### config.mk
export PLATFORM = sky130hd
export DESIGN_NAME = controlador_hd_syscall
export DESIGN_NICKNAME = d
export VERILOG_FILES = /design/src/rtl/controlador_hd_syscall_pkg.sv /design/src/rtl/controlador_hd_syscall_timeout.sv /design/src/rtl/controlador_hd_syscall.sv
export SDC_FILE = /design/constraint.sdc
export NUM_CORES = 1
export LEC_CHECK = 0
export ABC_CLOCK_PERIOD_IN_PS = 3300
export CAP_MARGIN = 10
export CORE_ASPECT_RATIO = 0.8
export CORE_MARGIN = 5
export CORE_UTILIZATION = 44
export CTS_CLUSTER_DIAMETER = 100
export DETAILED_ROUTE_END_ITERATION = 8
export PLACE_DENSITY = 0.85
export SLEW_MARGIN = 20
export SYNTH_ARGS = -nofsm -noshare
export SYNTH_HDL_FRONTEND = slang
export SYNTH_SLANG_ARGS = --single-unit
### constraint.sdc
create_clock -name clk -period 3.3 [get_ports clk]
set_input_delay 0.66 -clock clk [delete_from_list [all_inputs] [get_ports clk]]
set_output_delay 0.66 -clock clk [all_outputs]
set_load 0.05 [all_outputs]
### src/rtl/controlador_hd_syscall_pkg.sv
// Shared definitions for the disk-syscall controller.
//   hd_state_t   : controller FSM state encoding
//   OP_*         : syscall opcodes handled by the control unit
//   MEMTOREG_HD  : MemToReg selector value for HD_TO_REG
// Optional feature macro used by the controller: HD_TIMEOUT_EN.
package controlador_hd_syscall_pkg;

  typedef enum logic [1:0] {
    IDLE = 2'd0,
    REQ  = 2'd1,
    WAIT = 2'd2,
    DONE = 2'd3
  } hd_state_t;

  localparam logic [6:0] OP_REG_TO_HD = 7'd61;
  localparam logic [6:0] OP_HD_TO_REG = 7'd62;
  localparam logic [6:0] OP_HALT      = 7'd63;

  localparam logic [1:0] MEMTOREG_HD  = 2'd2;

  function automatic logic is_hd_syscall(input logic [6:0] opcode);
    return (opcode == OP_REG_TO_HD) || (opcode == OP_HD_TO_REG);
  endfunction

endpackage

### src/rtl/controlador_hd_syscall_timeout.sv
// contador_timeout: cycle counter used to bound the wait for hd_ack.
// Only instantiated when HD_TIMEOUT_EN is defined.
//   clk, rst_n : clock, asynchronous active-low reset
//   load       : clear the count (issued while the request is being raised)
//   enable     : count one cycle (asserted while waiting for ack)
//   expired    : high during the LIMIT-th enabled cycle after a load
module contador_timeout #(
  parameter int unsigned LIMIT = 255
) (
  input  logic clk,
  input  logic rst_n,
  input  logic load,
  input  logic enable,
  output logic expired
);

  localparam int unsigned CW = (LIMIT < 2) ? 1 : $clog2(LIMIT + 1);

  logic [CW-1:0] count;

  always_ff @(posedge clk or negedge rst_n) begin
    if (!rst_n) begin
      count <= '0;
    end else if (load) begin
      count <= '0;
    end else if (enable) begin
      count <= count + 1'b1;
    end
  end

  assign expired = enable && (count == CW'(LIMIT - 1));

endmodule

### src/rtl/controlador_hd_syscall.sv
// controlador_hd_syscall: sequential executor for REG_TO_HD / HD_TO_REG.
// Freezes the single-cycle datapath (stall) while a disk transaction runs
// and returns read data with a one-cycle register-file write enable.
// Optional feature: define HD_TIMEOUT_EN to bound the wait for hd_ack by
// TIMEOUT cycles (sets sticky err, reads return all ones).
// Ports:
//   clk, rst_n          : clock, asynchronous active-low reset
//   sel_hd_w, sel_hd_r  : decoded disk write / read syscall
//   halt                : blocks acceptance of new requests
//   addr_in, wdata_in   : disk address (rs1) and write data (rs2)
//   stall               : freeze PC / suppress regWrite
//   rdata, wb_en        : read word and its one-cycle write-back pulse
//   hd_req, hd_we       : request level and direction towards the HD
//   hd_addr, hd_wdata   : latched address and write data
//   hd_ack, hd_rdata    : HD completion strobe and read data
//   op_count            : completed transactions (wraps)
//   err                 : sticky timeout flag
module controlador_hd_syscall #(
  parameter int unsigned ADDR_W  = 16,
  parameter int unsigned DATA_W  = 32,
  parameter int unsigned TIMEOUT = 255
) (
  input  logic              clk,
  input  logic              rst_n,
  input  logic              sel_hd_w,
  input  logic              sel_hd_r,
  input  logic              halt,
  input  logic [ADDR_W-1:0] addr_in,
  input  logic [DATA_W-1:0] wdata_in,
  output logic              stall,
  output logic [DATA_W-1:0] rdata,
  output logic              wb_en,
  output logic              hd_req,
  output logic              hd_we,
  output logic [ADDR_W-1:0] hd_addr,
  output logic [DATA_W-1:0] hd_wdata,
  input  logic              hd_ack,
  input  logic [DATA_W-1:0] hd_rdata,
  output logic [15:0]       op_count,
  output logic              err
);

  import controlador_hd_syscall_pkg::*;

  hd_state_t state;
  logic      start;
  logic      stall_q;
  logic      to_expired;

  assign start = (state == IDLE) && (sel_hd_w || sel_hd_r) && !halt;

  // The accept cycle must already hold the PC, so stall combines the
  // registered busy flag with the combinational accept condition.
  assign stall = start || stall_q;

`ifdef HD_TIMEOUT_EN
  logic err_q;

  contador_timeout #(
    .LIMIT(TIMEOUT)
  ) u_timeout (
    .clk    (clk),
    .rst_n  (rst_n),
    .load   (state == REQ),
    .enable (state == WAIT),
    .expired(to_expired)
  );

  assign err = err_q;
`else
  assign to_expired = 1'b0;
  assign err        = 1'b0;
`endif

  always_ff @(posedge clk or negedge rst_n) begin
    if (!rst_n) begin
      state    <= IDLE;
      stall_q  <= 1'b0;
      wb_en    <= 1'b0;
      hd_req   <= 1'b0;
      hd_we    <= 1'b0;
      hd_addr  <= '0;
      hd_wdata <= '0;
      rdata    <= '0;
      op_count <= '0;
`ifdef HD_TIMEOUT_EN
      err_q    <= 1'b0;
`endif
    end else begin
      wb_en <= 1'b0;
      case (state)
        IDLE: begin
          if (start) begin
            hd_addr  <= addr_in;
            hd_wdata <= wdata_in;
            hd_we    <= sel_hd_w;
            hd_req   <= 1'b1;
            stall_q  <= 1'b1;
            state    <= REQ;
          end
        end
        // An ack coinciding with the rising request is deliberately ignored.
        REQ: state <= WAIT;
        WAIT: begin
          if (hd_ack) begin
            if (!hd_we) begin
              rdata <= hd_rdata;
              wb_en <= 1'b1;
            end
            hd_req   <= 1'b0;
            stall_q  <= 1'b0;
            op_count <= op_count + 16'd1;
            state    <= DONE;
          end else if (to_expired) begin
            if (!hd_we) begin
              rdata <= '1;
              wb_en <= 1'b1;
            end
            hd_req  <= 1'b0;
            stall_q <= 1'b0;
`ifdef HD_TIMEOUT_EN
            err_q   <= 1'b1;
`endif
            state   <= DONE;
          end
        end
        // Requests seen here belong to the finishing instruction.
        DONE: state <= IDLE;
        default: state <= IDLE;
      endcase
    end
  end

endmodule
After elaboration in Yosys (flattened, before gate mapping)
Index checks and enable logic that the tools add are counted.

storage, ports and cells
  register bits = 101
  bits in latches = 0
  RAM bits = 0
  ROM bits = 0
  input port bits = 86
  output and inout port bits = 101
  logic and storage cells = 36
  memories = 0

operators by class
  add/subtract/negate cells = 1
  multiply operators = 0
  div/mod/pow operators = 0
  magnitude comparators = 0
  equality and inequality tests = 5
  shifts and indexed selects = 0
  muxes and demuxes = 9
  bitwise gates (word level) = 1
  reduce and logical (&&, ||, !) cells = 12

operators with widths
  operator                                              count
  adder 16 x 1 -> 16 bit (second input constant)        1
  case mux 2 bit (4 select lines)                       1
  AND reduction 2 bit                                   3
  AND reduction 3 bit                                   2
  two-way mux 1 bit                                     5
  equality test 2 bit (second input constant)           2
  two-way mux 2 bit                                     2
  inequality test 2 bit (second input constant)         2
  equality test 2 x 1 -> 1 bit (second input constant)  1
  logical AND 1 bit                                     2
  zero test 2 bit                                       1
  logical OR 1 bit                                      2
  case mux 1 bit (2 select lines)                       1
  nonzero test 2 bit                                    1
  zero test 1 bit                                       1
  inverter 1 bit                                        1

Longest topological paths before layout
  depth in word-level cells = 5
  depth in mapped cells = 7
  gate-level depth less buffers = 6

Worst setup path after synthesis
No wires, ideal clock.

  kind = input to output
  from = input port sel_hd_r
  to = output port stall
  arrival = 1.547 ns
  required time = 2.640 ns
  setup slack = 1.093 ns
  stages on the path = 4
  buffers on the path = 1
  cells stage by stage = nor2_1 > or3b_1 > buf_2 > nand2b_1

between the ends
  cells in the longest elaborated chain, start to end = 4

RTL lines
  element                          RTL line                      RTL
  start, declared                  controlador_hd_syscall.sv:26  input logic sel_hd_r,
  logical OR 1 bit                 controlador_hd_syscall.sv:50  assign start = (state == IDLE) && (sel_hd_w || sel_hd_r) && !halt;
  logical AND 1 bit (2 in series)  controlador_hd_syscall.sv:50
  logical OR 1 bit                 controlador_hd_syscall.sv:54  assign stall = start || stall_q;
  end, declared                    controlador_hd_syscall.sv:30  output logic stall,

Every way passes these cells.

Final worst setup path
  from = input port sel_hd_w
  to = output port stall

between the ends
  cells in the longest elaborated chain, start to end = 4

RTL lines
  element                          RTL line                      RTL
  start, declared                  controlador_hd_syscall.sv:25  input logic sel_hd_w,
  logical OR 1 bit                 controlador_hd_syscall.sv:50
  logical AND 1 bit (2 in series)  controlador_hd_syscall.sv:50
  logical OR 1 bit                 controlador_hd_syscall.sv:54

Every way passes these cells.

==> results.toml <==
[outcome]
status = "complete, no violations"

[cts]
cts_tree = "built"
cts_buffers = 9
post_cts_resized = 0
clockBufferDepth = 2
post-cts-setup-buffers = 0
cts-root-buf = "clkbuf_16"
cts.sinks = 101
ctsHoldBuffers = 0
worstSkewPairLatency_ns = 0.33
path_clk_slew_ns = 0.07
cts.htree.levels = 3

[hold_path]
holdCritPathClass = "input pin to async pin"

[setup_path]
cp.required_ns = 2.64
rr_startpoint = "state[0]"
cp_slowest_cell = "clkdlybuf4s50_1"
path_cells = "clkdlybuf4s50_1, nor2_1, or3b_2, nand2b_1, buf_12"
r2r_setup_slack_ns = 1.25
cp_max_fo = 2
critPathLaunchType = "input pin"
crit_type = "input pin to output port"
rr_endpoint = "rdata[30]"
cp_num_cells = 5
crit_path_end_kind = "output port"
cp_slowest_stage_delay_ns = 0.48
crit_buf_inv = 2
worstPathArrival_ns = 1.99
rr_worst_depth = 6
crit_family = "simple AND/OR/NAND/NOR gates"

[floorplanning]
die_h_um = 94.9
dieArea_mm2 = 0.0110
start_util_pct = 44.4
core_mm2 = 0.00892
die_w_um = 116
num_rows = 31
io-pin-count = 187

[synthesis]
synth_cell_type_count = 26
synth.avg_cell_area_um2 = 15.6
syn-instance-count = 254
synth_fp_nets = 344
yosysWarnings = 0
ys_ff_latch = 101
seq_area_frac_synth_pct = 63.7
synth_area_mm2 = 0.00397

[layout]
final_layout_size_suffix_gt1_share_pct = 23.4
final_nets = 533
syn2layout_area_growth_pct = 56.1
fin_cells = 563
diodes = 0

[sta]
fin_skew_ns = 0.00757
worst_slew_pin_slew_ns = 0.774
fin_tns_setup_ns = 0
hold_ws_ns = 0.402
hold_violations = 0
grt_setup_unrepaired = "no"
max_freq_ghz = 0.378
period_share_pct = 80.2
setup_viol = 0
report.final.slew_viol_count = 0
setup_slack_ns = 0.654
slew_headroom_pct = 48.4
fin_crit_ns = 2.65

[place]
port-buffer-count = 185
dp.cells = 547
dp_hpwl_um = 7340
post-place-ws_ns = 0.672
routabilityCongestion = 0.735

[power]
pwr-share-comb_pct = 57.7
netSwitchingFraction_pct = 46.3
power_mw = 7.24
seqPwrFrac_pct = 29.2
power_switching_mw = 3.35
ir_drop_mv = 0.706
p_leak_nw = 2.64
clockPowerShare_pct = 13.1
p_int_mw = 3.89
power.density_mw_per_mm2 = 1170

[flow_run]
cap_violations = 0

[global_route]
grt_pass1_vias = 2998
grt_max_degree = 90
grt_antenna_before_repair = 0
grt.total_usage_pct = 17.7
overflow = 0
grt_pass1_wl_um = 15200

[drt]
ant_nets = 0
drcViolationCount = 0
drt_iter0_markers = 81
wirelength_um = 9710
via_per_inst = 4.84
post_drt_wl_per_cell_um = 17.2
dr.pass1.iters = 4
vias = 2723
==> power groups by stage <==
| stage | Sequential (mW) | Clock [mW] | Combinational (mW) |
|---|---|---|---|
| 6_report | 2.11 | 0.947 | 4.18 |
| 5_1_grt | 2.19 | 1.03 | 4.35 |
| 3_5_place_dp | 2.13 | 0 | 4.21 |
| 4_1_cts | 2.12 | 0.979 | 4.22 |
| 3_3_place_gp | 2.10 | 0 | 4.14 |
| 2_1_floorplan | 4.03 | 0 | 0.838 |
==> layout make-up <==
cell class / count / area [um2]
Clock buffer: 11 / 233
Clock inverter: 5 / 37.5
Fill cell: 672 / 2730
Inverter: 5 / 18.8
Multi-Input combinational cell: 138 / 1340
Sequential cell: 101 / 2530
Tap cell: 115 / 144
Timing Repair Buffer: 188 / 1890
==> cell usage in the layout, fill, tap and decap left out, types with 5 or more instances in the layout <==
cell and count:
clkbuf_16 9, nor2_1 6, dfrtp_1 101, mux2_2 72, nand2_1 5, nand3_1 7
xnor2_1 11, clkdlybuf4s50_1 183, mux2_4 10, inv_1 5
==> stage by stage <==
| step | instance area, um2 | util [%] |
|---|---|---|
| 6_report | 6190 | 69.4 |
| 5_1_grt | 6190 | 69.4 |
| 4_1_cts | 6180 | 69.3 |
| 3_5_place_dp | 5910 | 66.3 |
| 3_3_place_gp | 5910 | 66.3 |
| 2_1_floorplan | 3970 | - |
==> layer usage <==
layer	vias up	part of all wire [%]	global-route usage (%)
li1	1253	-	-
met1	1347	39	21.2
met2	108	51	30.9
met3	15	8.2	6.15
met4	0	1.6	4.25
met5	-	0	0
==> worst max path at each step <==
stage                  to     start
floorplan           stall  sel_hd_r
CTS                 stall  sel_hd_w
global placement    stall  sel_hd_w
global route        stall  sel_hd_w
finish              stall  sel_hd_w
detailed placement  stall  sel_hd_w
==> sequential cells by signal (all words and copies together) (netlist names) <==
| signal | count |
|---|---|
| hd_wdata | 32 |
| hd_we | 1 |
| state | 2 |
| op_count | 16 |
| hd_addr | 16 |
| hd_req | 1 |
| rdata | 32 |
| wb_en | 1 |
==> cells in the mapped netlist (all sizes together) <==
| library cell | count | share of area [%] |
|---|---|---|
| nor2 | 7 | 0.73 |
| ha | 4 | 1.3 |
| mux2 | 82 | 24 |
| dfrtp | 101 | 64 |
| or3b | 1 | 0.22 |
| nor4 | 1 | 0.32 |
| a21oi | 3 | 0.38 |
| o21ai | 1 | 0.13 |
| a31o | 1 | 0.22 |
| inv | 5 | 0.47 |
| nand3 | 7 | 0.88 |
| buf | 10 | 1.9 |
| a22o | 1 | 0.22 |
| xnor2 | 11 | 2.4 |
| xor2 | 4 | 0.88 |
| nand2 | 5 | 0.47 |
| nor3 | 2 | 0.25 |
| and2b | 1 | 0.19 |
| nand2b | 2 | 0.32 |
| nand4 | 4 | 0.63 |
| conb | 1 | 0.095 |
==> cells by family (layout without fill, tap and decap cells) <==
| family | count (synthesis) | count (layout) | synth area share, % |
|---|---|---|---|
| AOI/OAI and AO/OA | 6 | 6 | 0.947 |
| xor gates and xnor gates | 15 | 15 | 3.31 |
| and+or+nand+nor | 30 | 30 | 4.01 |
| muxes | 82 | 82 | 24.2 |
| other | 1 | 1 | 0.0946 |
| DFF | 101 | 101 | 63.7 |
| adders and majority gates | 4 | 4 | 1.26 |
| buffers and inverters | 15 | 209 | 2.40 |
Note: power is estimated with default switching activity, not from simulation.
